### config.mk
export PLATFORM = sky130hd
export DESIGN_NAME = mem_stage
export DESIGN_NICKNAME = d
export VERILOG_FILES = /design/src/rtl/mem_stage_pkg.sv /design/src/rtl/mem_stage.sv
export SDC_FILE = /design/constraint.sdc
export NUM_CORES = 1
export LEC_CHECK = 0
export BUFFER_PORTS_ARGS = -buffer_cell sky130_fd_sc_hd__buf_2
export CAP_MARGIN = 20
export CORE_ASPECT_RATIO = 0.6
export CORE_UTILIZATION = 50
export CTS_CLUSTER_SIZE = 8
export DETAILED_ROUTE_END_ITERATION = 6
export PLACE_DENSITY = 0.95
export SYNTH_ARGS = -nofsm -noshare
export SYNTH_HDL_FRONTEND = slang
export SYNTH_SLANG_ARGS = --single-unit
### constraint.sdc
create_clock -name clk -period 21.3 [get_ports clk]
set_clock_uncertainty 0.05 [all_clocks]
set_input_delay 4.26 -clock clk [delete_from_list [all_inputs] [get_ports clk]]
set_output_delay 4.26 -clock clk [all_outputs]
set_load 0.02 [all_outputs]
### src/rtl/mem_stage_pkg.sv
// Shared bus widths, exception codes and bus layouts for the MEM pipeline stage.
package mem_stage_pkg;

    localparam int ES_TO_MS_BUS_WD = 77;
    localparam int MS_TO_WS_BUS_WD = 76;
    localparam int MS_TO_ES_BUS_WD = 1;
    localparam int MS_TO_DS_BUS_WD = 38;

    localparam logic [4:0] EXC_ADEL = 5'h04;
    localparam logic [4:0] EXC_ADES = 5'h05;
    localparam logic [4:0] EXC_OV   = 5'h0c;

    typedef struct packed {
        logic        ex;
        logic [4:0]  excode;
        logic        res_from_mem;
        logic        gr_we;
        logic [4:0]  dest;
        logic [31:0] alu_result;
        logic [31:0] pc;
    } es_to_ms_t;

    typedef struct packed {
        logic        ex;
        logic [4:0]  excode;
        logic        gr_we;
        logic [4:0]  dest;
        logic [31:0] final_result;
        logic [31:0] pc;
    } ms_to_ws_t;

    typedef struct packed {
        logic        we;
        logic [4:0]  dest;
        logic [31:0] data;
    } ms_to_ds_t;

endpackage

### src/rtl/mem_stage.sv
// MEM pipeline stage: registers the EXE bus, merges SRAM load data (holding it
// across WB stalls), forwards exceptions to WB/EXE and drives the decode bypass.
module mem_stage
    import mem_stage_pkg::*;
(
    input  logic                       clk,
    input  logic                       reset,
    input  logic                       ws_allowin,
    output logic                       ms_allowin,
    input  logic                       es_to_ms_valid,
    input  logic [ES_TO_MS_BUS_WD-1:0] es_to_ms_bus,
    input  logic                       ms_flush,
    input  logic [31:0]                data_sram_rdata,
    output logic                       ms_to_ws_valid,
    output logic [MS_TO_WS_BUS_WD-1:0] ms_to_ws_bus,
    output logic [MS_TO_ES_BUS_WD-1:0] ms_to_es_bus,
    output logic [MS_TO_DS_BUS_WD-1:0] ms_to_ds_bus
);

    logic        ms_valid_q, ms_valid_d;
    logic        rdata_held_q, rdata_held_d;
    logic [31:0] load_data_q;
    es_to_ms_t   es_bus_q;

    logic        ms_ready_go;
    logic        ms_fire;
    logic        bus_capture;
    logic        load_capture;
    logic [31:0] final_result;
    ms_to_ws_t   ws_bus;
    ms_to_ds_t   ds_bus;

    // Handshake: a transfer happens on a cycle where the producer's valid and
    // the consumer's allowin are both high; valid never depends on allowin.
    assign ms_ready_go    = 1'b1;
    assign ms_allowin     = !ms_valid_q || (ms_ready_go && ws_allowin);
    assign ms_to_ws_valid = ms_valid_q && ms_ready_go;
    assign ms_fire        = ms_to_ws_valid && ws_allowin;
    assign bus_capture    = es_to_ms_valid && ms_allowin && !ms_flush;

    // SRAM data is only valid in the first MEM cycle, so keep a copy if WB stalls.
    assign load_capture = ms_valid_q && es_bus_q.res_from_mem && !rdata_held_q && !ms_fire;

    always_comb begin
        ms_valid_d = ms_valid_q;
        if (ms_flush) begin
            ms_valid_d = 1'b0;
        end else if (ms_allowin) begin
            ms_valid_d = es_to_ms_valid;
        end
    end

    always_comb begin
        rdata_held_d = rdata_held_q;
        if (ms_flush || ms_fire) begin
            rdata_held_d = 1'b0;
        end else if (load_capture) begin
            rdata_held_d = 1'b1;
        end
    end

    always_ff @(posedge clk) begin
        if (reset) begin
            ms_valid_q   <= 1'b0;
            rdata_held_q <= 1'b0;
        end else begin
            ms_valid_q   <= ms_valid_d;
            rdata_held_q <= rdata_held_d;
        end
    end

    always_ff @(posedge clk) begin
        if (bus_capture) begin
            es_bus_q <= es_to_ms_t'(es_to_ms_bus);
        end
        if (load_capture) begin
            load_data_q <= data_sram_rdata;
        end
    end

    always_comb begin
        final_result = es_bus_q.alu_result;
        if (es_bus_q.res_from_mem) begin
            final_result = rdata_held_q ? load_data_q : data_sram_rdata;
        end
    end

    always_comb begin
        ws_bus.ex           = es_bus_q.ex;
        ws_bus.excode       = es_bus_q.excode;
        ws_bus.gr_we        = es_bus_q.gr_we;
        ws_bus.dest         = es_bus_q.dest;
        ws_bus.final_result = final_result;
        ws_bus.pc           = es_bus_q.pc;
    end

    // Excepting or r0-targeted instructions must never be bypassed to decode.
    always_comb begin
        ds_bus.we   = ms_valid_q && es_bus_q.gr_we && !es_bus_q.ex && (es_bus_q.dest != 5'd0);
        ds_bus.dest = es_bus_q.dest;
        ds_bus.data = final_result;
    end

    assign ms_to_ws_bus = ws_bus;
    assign ms_to_ds_bus = ds_bus;
    assign ms_to_es_bus = ms_valid_q && es_bus_q.ex;

endmodule

### Word-level counts from Yosys, hierarchy flattened

Cells that the tools add are included.

* register bits: 111
* bits in latches: 0
* bits in writable memories: 0
* memory bits (read-only): 0
* bits of input ports: 114
* output and inout port bits: 117
* logic and storage cells: 32
* memories kept: 0

* add/subtract/negate cells: 0
* multiply operators: 0
* divide/modulo/power cells: 0
* order comparisons: 0
* equal/unequal tests: 0
* shifts and indexed selects: 0
* mux-type cells: 2
* bitwise logic cells: 0
* reduce and logical (&&, ||, !) cells: 20

Operator list (count)
* $mux 32: 2
* $logic_and 1x1->1: 10
* $logic_not 1->1: 5
* $reduce_bool 5->1: 1
* $reduce_or 2->1: 2
* $logic_or 1x1->1: 2

### Depth between registers and ports, before layout

Gate-level depths: netlist of run 1.

* word-level depth: 4
* depth in mapped cells: 5
* gate-level depth less buffers: 3

### Least setup slack after synthesis of run 1

No wires, ideal clock.

* kind: input -> register
* start: input port ws_allowin
* end: register es_bus_q[32] in the netlist's numbering (enable)
* setup time: 0.624 ns
* arrival: 10.051 ns
* data required time: 20.626 ns
* slack: 10.575 ns
* cell stages on the path: 2
* path buffers: 0
* cell sequence: and2b_1 > nor3b_1

* cells in the longest elaborated chain, start to end: 3

RTL lines
* start: declaration: RTL line mem_stage.sv:8 `input logic ws_allowin,`
* $logic_or 1x1->1: RTL line mem_stage.sv:36 `assign ms_allowin = !ms_valid_q || (ms_ready_go && ws_allowin);`
* $logic_and 1x1->1 (2 in series): RTL line mem_stage.sv:39 `assign bus_capture = es_to_ms_valid && ms_allowin && !ms_flush;`
* via bus_capture: RTL line mem_stage.sv:27 `logic bus_capture;`
* end signal: assignment: RTL line mem_stage.sv:74 `es_bus_q <= es_to_ms_t'(es_to_ms_bus);`
* end: declaration: RTL line mem_stage.sv:23 `es_to_ms_t es_bus_q;`

The timed path passes the listed nets, and every way through them passes these cells.
A chain may end at the register's enable or synchronous reset.

### Worst setup path in the final report of run 1

* start: input port data_sram_rdata[31]
* end: output port ms_to_ws_bus[63]

* cells in the longest elaborated chain, start to end: 2

RTL lines
* start: declaration: RTL line mem_stage.sv:13 `input logic [31:0] data_sram_rdata,`
* $mux 32: RTL line mem_stage.sv:84 `final_result = rdata_held_q ? load_data_q : data_sram_rdata;`
* $mux 32: RTL line mem_stage.sv:83 `if (es_bus_q.res_from_mem) begin`
* end: declaration: RTL line mem_stage.sv:15 `output logic [MS_TO_WS_BUS_WD-1:0] ms_to_ws_bus,`

No other way between the ends.

==> impl_metrics.tcl, run 1 <==
set metrics [dict create \
    syn2layout_area_growth_pct 19.3 \
    timing.final.ws_setup_ns 12.04 \
    cts.path.max_buffers 2 \
    drv_cap 0 \
    drt-pass1-iter-count 4 \
    wl_per_cell_um 15.3 \
    ys_seq_area_share_pct 70.3 \
    preCtsSetupSlack_ns 12.05 \
    num_vias 2812 \
    status "finished, final reports clean" \
    cp-endpoint "ms_to_ws_bus[63]" \
    fin_nets 579 \
    grt_pass1_vias 2703 \
    worstHoldPathType "reg -> reg" \
    cp-end-kind "output pin" \
    cts_buffers 9 \
    start_util_pct 51.5 \
    hold_ws_ns 0.513 \
    synth_seq_cells 111 \
    synthesis.nets 426 \
    final_cell_mix "buf_2 (230), edfxtp_1 (109), nor2_1 (34), a21oi_1 (34), mux2i_1 (32)" \
    grt_usage_pct 18.1 \
    synth-edff-count 109 \
    cts_hold_buf 0 \
    fin_area_mm2 0.00562 \
    clkTransAtPathRegs_ns 0.07 \
    cp_max_fo 2 \
    ir_drop_mv 0.0649 \
    final_common_cell "buf_2" \
    rows 27 \
    r2r-end "load_data_q[9]$_DFFE_PP_" \
    totalWireLength_um 9150 \
    rsz0062_at_grt "false" \
    dominantRegCellSynth "edfxtp_1" \
    slew_violations 0 \
    via_per_inst 4.69 \
    cp.arrival_ns 4.95 \
    syn_inst 312 \
    yosysWarnings 0 \
    utilization_pct 61.4 \
    n_fill_cell 713 \
    power_leakage_nw 2.27 \
    grt_pass1_wl_um 13200 \
    dieArea_mm2 0.00983 \
    fin_total_pwr_mw 0.453 \
    setup_tns_ns 0 \
    clock-sinks 111 \
    critPathLaunchType "input port" \
    drtAntennaViolNets 0 \
    first_iter_violations 69 \
    hold_violations 0 \
    grt_max_degree 59 \
    routabilityCongestion 0.701 \
    die_w_um 127 \
    holdPathStages 1 \
    period_share_pct 43.5 \
    clk_latency_ns 0.33 \
    grt_remaining_overflow 0 \
    reg2reg_depth 2 \
    antenna_found_initial 0 \
    slew_headroom_pct 25.0 \
    coreArea_mm2 0.00916 \
    cts_tree "yes" \
    ctsResizeCount 0 \
    max_freq_mhz 108 \
    regToRegSetupSlack_ns 19.47 \
    async_flop_share_pct 0 \
    clockRootBuffer "clkbuf_16" \
    setup_violations 0 \
    critPathKind "in -> out" \
    io_pins 231 \
    ys_types 18 \
    place_hpwl_um 6870 \
    worst_pin_slew_ns 1.12 \
    reg2reg_from "rdata_held_q$_SDFFE_PP0P_" \
    post_cts_buffers 0 \
    cts_htree_levels 3 \
    critPathRequiredTime_ns 16.99 \
    critPathLaunch "data_sram_rdata[31]" \
    drc 0 \
    drive_gt1_share_pct 53.9 \
    numPortBuffers 230 \
    placed_cell_area_mm2 0.00535 \
    power.density_mw_per_mm2 80.6 \
    antenna_cells 0 \
    synthesis.area_mm2 0.00471 \
    die_h_um 77.2 \
    fin_cells 599 \
    syn_area_per_cell_um2 15.1 \
    place_inst 584 \
    period_needed_ns 9.26 \
]
## state kept, by name, summed over array words and instances (netlist names)
signal / cells
rdata_held_q: 1
load_data_q: 32
ms_to_ws_valid: 1
ms_to_ds_bus: 5
ms_to_ws_bus: 39
es_bus_q: 33
## cell usage after synthesis, drive strengths merged (2+ instances only)
cell type | instances | share of area (%)
nor3b | 2 | 0.32
edfxtp | 109 | 69
mux2i | 32 | 6.8
a21oi | 34 | 3.6
buf | 91 | 15
dfxtp | 2 | 0.85
nor2 | 34 | 2.7
## report_power, final
group | switching [mW] | internal [mW]
clock | 0.0715 | 0.0795
sequential | 0.00273 | 0.248
combinational | 0.0323 | 0.0190
total | 0.106 | 0.347
## logic make-up (layout without fill, tap and decap cells)
family	count (synthesis)	after routing	share of synthesized area, %
compound gates	36	36	4.09
buf+inv	93	250	15.3
flops	111	111	70.3
mux	32	32	6.79
simple gates	40	40	3.58
## final cells by class
type,count,area [um2],share of cell area [%]
inverters,1,3.75,0.0667
well taps,130,163,2.89
flip-flops and latches,111,3310,58.9
repair buffers,234,1180,21.0
clock buffers,9,225,4.00
multi-input cells,108,692,12.3
clock inverters,6,45.0,0.801
## routing by layer
| layer | GRT usage [%] | vias to the layer above | wire length [um] |
|---|---|---|---|
| met5 | 0 | - | 0 |
| met4 | 4.05 | 0 | 63 |
| met3 | 6.84 | 7 | 672 |
| met2 | 31.9 | 131 | 4690 |
| met1 | 20.9 | 1328 | 3720 |
| li1 | - | 1346 | - |
## critical path, cell delays in order
cell and delay [ns]:
buf_2 0.10, mux2i_1 0.06, a21oi_1 0.29, buf_2 0.24
## worst min-delay path by stage
stage	from	endpoint	slack (ns)
finish	ms_to_ws_valid$_SDFFE_PP0P_	rdata_held_q$_SDFFE_PP0P_	0.51
global route	ms_to_ws_valid$_SDFFE_PP0P_	rdata_held_q$_SDFFE_PP0P_	0.56
CTS	ms_to_ws_valid$_SDFFE_PP0P_	rdata_held_q$_SDFFE_PP0P_	0.52
detailed placement	ms_to_ws_valid$_SDFFE_PP0P_	rdata_held_q$_SDFFE_PP0P_	0.51
global placement	ms_to_ws_valid$_SDFFE_PP0P_	rdata_held_q$_SDFFE_PP0P_	0.48
floorplan	ms_to_ws_valid$_SDFFE_PP0P_	rdata_held_q$_SDFFE_PP0P_	0.60
No activity file was read; power rests on OpenSTA's default activity.
==> run 2: changes to the inputs <==
Settings changed: ABC_AREA set to 1, CORE_UTILIZATION 50 to 46, PLACE_DENSITY 0.95 to 0.91.
Clock period 21.3 ns to 9 ns, I/O delays scaled along.
==> impl_metrics.tcl, run 2 <==
set metrics [dict create \
    cp_cell_sequence "inv_1 > buf_16 > nand2_1 > o21ai_1 > buf_2" \
    r2r-end "load_data_q[0]$_DFFE_PP_" \
    synth-edff-count 109 \
    syn_area_per_cell_um2 13.1 \
    ctsResizeCount 0 \
    worstHoldPathType "reg -> reg" \
    period_share_pct 48.8 \
    clkTransAtPathRegs_ns 0.07 \
    min-delay-start "ms_to_ws_valid$_SDFFE_PP0P_" \
    io_pins 231 \
    ir_drop_mv 0.139 \
    period_needed_ns 4.40 \
    cts_htree_levels 3 \
    antenna_cells 0 \
    regToRegSetupSlack_ns 6.32 \
    cts_buffers 9 \
    place_hpwl_um 7320 \
    yosys-top-cells-area "edfxtp_1 (70%), buf_4 (13%), o21ai_0 (3.6%)" \
    swShare_pct 24.4 \
    p_switching_mw 0.265 \
    synth_seq_cells 111 \
    power_leakage_nw 2.42 \
    critPathRequiredTime_ns 7.15 \
    post_cts_buffers 0 \
    utilization_pct 57.1 \
    fin_total_pwr_mw 1.09 \
    synthesis.nets 472 \
    slew_violations 0 \
    reg2reg_from "es_bus_q[70]$_DFFE_PP_" \
    placed_cell_area_mm2 0.00534 \
    status "finished, final reports clean" \
    cp.arrival_ns 2.55 \
    synth.most_common_cell "edfxtp_1" \
    final_common_cell "buf_2" \
    grt_usage_pct 19.6 \
    critPathKind "reg -> out" \
    grt_remaining_overflow 0 \
    syn_inst 358 \
    power.density_mw_per_mm2 193 \
    rows 28 \
    drc 0 \
    largest_reg_flops 39 \
    fin_nets 625 \
    cts.path.max_buffers 2 \
    antenna_found_initial 0 \
    via_per_inst 4.84 \
    critPathLaunchType "register" \
    holdPathStages 3 \
    power.internal_mw 0.822 \
    synthTopCellsByCount "edfxtp_1 (109), buf_4 (81), nand2_1 (38)" \
    first_iter_violations 140 \
    critPathSlowestCell "edfxtp_1" \
    slowest_delay_ns 1.05 \
    power_frac_comb_pct 11.1 \
    synthesis.area_mm2 0.00467 \
    totalWireLength_um 10300 \
    rsz0062_at_grt "false" \
    grt_pass1_wl_um 15500 \
    worst_pin_slew_ns 1.06 \
    yosysTopAreaCell "edfxtp_1" \
    dieArea_mm2 0.0106 \
    syn2layout_area_growth_pct 20.7 \
    ys_seq_area_share_pct 70.9 \
    cp_max_fo 33 \
    async_flop_share_pct 0 \
    num_vias 3154 \
    setup_tns_ns 0 \
    dominantRegCellSynth "edfxtp_1" \
    p_clk_share_pct 34.3 \
    die_w_um 132 \
    yosysWarnings 0 \
    n_fill_cell 804 \
    clock-sinks 111 \
    clockRootBuffer "clkbuf_16" \
    reg2reg_depth 5 \
    hold_violations 0 \
    ys_types 16 \
    clk_latency_ns 0.34 \
    seq_power_share_pct 54.7 \
    setup_violations 0 \
    drtAntennaViolNets 0 \
    max_freq_mhz 227 \
    die_h_um 80.1 \
    cts_hold_buf 0 \
    drv_cap 0 \
    final_cell_mix "buf_2 (230), edfxtp_1 (109), nand2_1 (38)" \
    routabilityCongestion 0.796 \
    drt-pass1-iter-count 5 \
    drive_gt1_share_pct 48.8 \
    start_util_pct 47.3 \
    min_to "rdata_held_q$_SDFFE_PP0P_" \
    slew_headroom_pct 29.5 \
    grt_pass1_vias 3104 \
    fin_area_mm2 0.00564 \
    cp-end-kind "output pin" \
    yosys.area.top_type_share_pct 70.0 \
    numPortBuffers 230 \
    wl_per_cell_um 15.8 \
    grt_max_degree 43 \
    coreArea_mm2 0.00988 \
    cts_tree "yes" \
]
[run 2: cell types whose count changed after synthesis, sizes merged, moves of 2 or more]
cell	before	now
nor3b	2	0
nor2	34	37
clkbuf	1	3
a21oi	34	2
mux2i	32	0
nand2	0	38
o21ai	0	64
inv	1	10
[run 2: worst max-delay path, delay by kind of cell (launching register included)]
kind / cells / cell delay, ns
AND/OR/NAND/NOR: 1 / 0.08
buffers and inverters: 3 / 0.96
AO/OA/AOI/OAI: 1 / 0.11
flip-flops: 1 / 1.05
[run 2: power groups by stage]
stage	clock network, mW	logic (mW)	registers [mW]
after CTS	0.385	0.120	0.594
after detailed placement	0	0.120	0.606
after floorplan	0	0.0856	0.606
after global placement	0	0.116	0.605
after global routing	0.404	0.128	0.596
final	0.373	0.120	0.594
[run 2: kinds of logic after synthesis]
group	share of synthesized area, %
flip-flops	70.9
AO/OA/AOI/OAI	7.07
AND/OR/NAND/NOR	6.40
buffers and inverters	15.7
[run 2: worst max path at each step]
| stage | slack (ns) | depth (start not counted) | startpoint | end |
|---|---|---|---|---|
| after detailed placement | 4.65 | 4 | data_sram_rdata[27] | ms_to_ws_bus[59] |
| after global routing | 4.38 | 5 | es_bus_q[70]$_DFFE_PP_ | ms_to_ds_bus[29] |
| after global placement | 4.69 | 4 | data_sram_rdata[27] | ms_to_ws_bus[59] |
| after CTS | 4.29 | 4 | es_bus_q[70]$_DFFE_PP_ | ms_to_ds_bus[29] |
| final | 4.60 | 5 | es_bus_q[70]$_DFFE_PP_ | ms_to_ds_bus[29] |
| after floorplan | 1.27 | 1 | ms_flush | es_bus_q[32]$_DFFE_PP_ |
[run 2: layout make-up]
class / count / area (um2) / share of cell area, %
Timing Repair Buffer: 235 / 1210 / 21.4
Inverter: 10 / 37.5 / 0.665
Sequential cell: 111 / 3310 / 58.7
Multi-Input combinational cell: 144 / 634 / 11.2
Clock inverter: 7 / 55.1 / 0.976
Tap cell: 135 / 169 / 2.99
Clock buffer: 9 / 225 / 3.99
[run 2: per-stage QoR]
stage          cells  setup WS, ns  hold WS (ns)
6_report         651          4.60         0.596
5_1_grt          651          4.38         0.650
4_1_cts          650          4.29         0.606
3_5_place_dp     634          4.65         0.590
3_3_place_gp     634          4.69         0.568
2_1_floorplan    358          1.27         0.559
[run 2: metal layers]
layer  track usage [%]  up-vias  share of wire, %
met4              4.77        0              0.53
met1              21.8     1526                41
li1                  -     1467                 -
met5                 0        -                 0
met3              6.57        8               7.0
met2              36.8      153                52
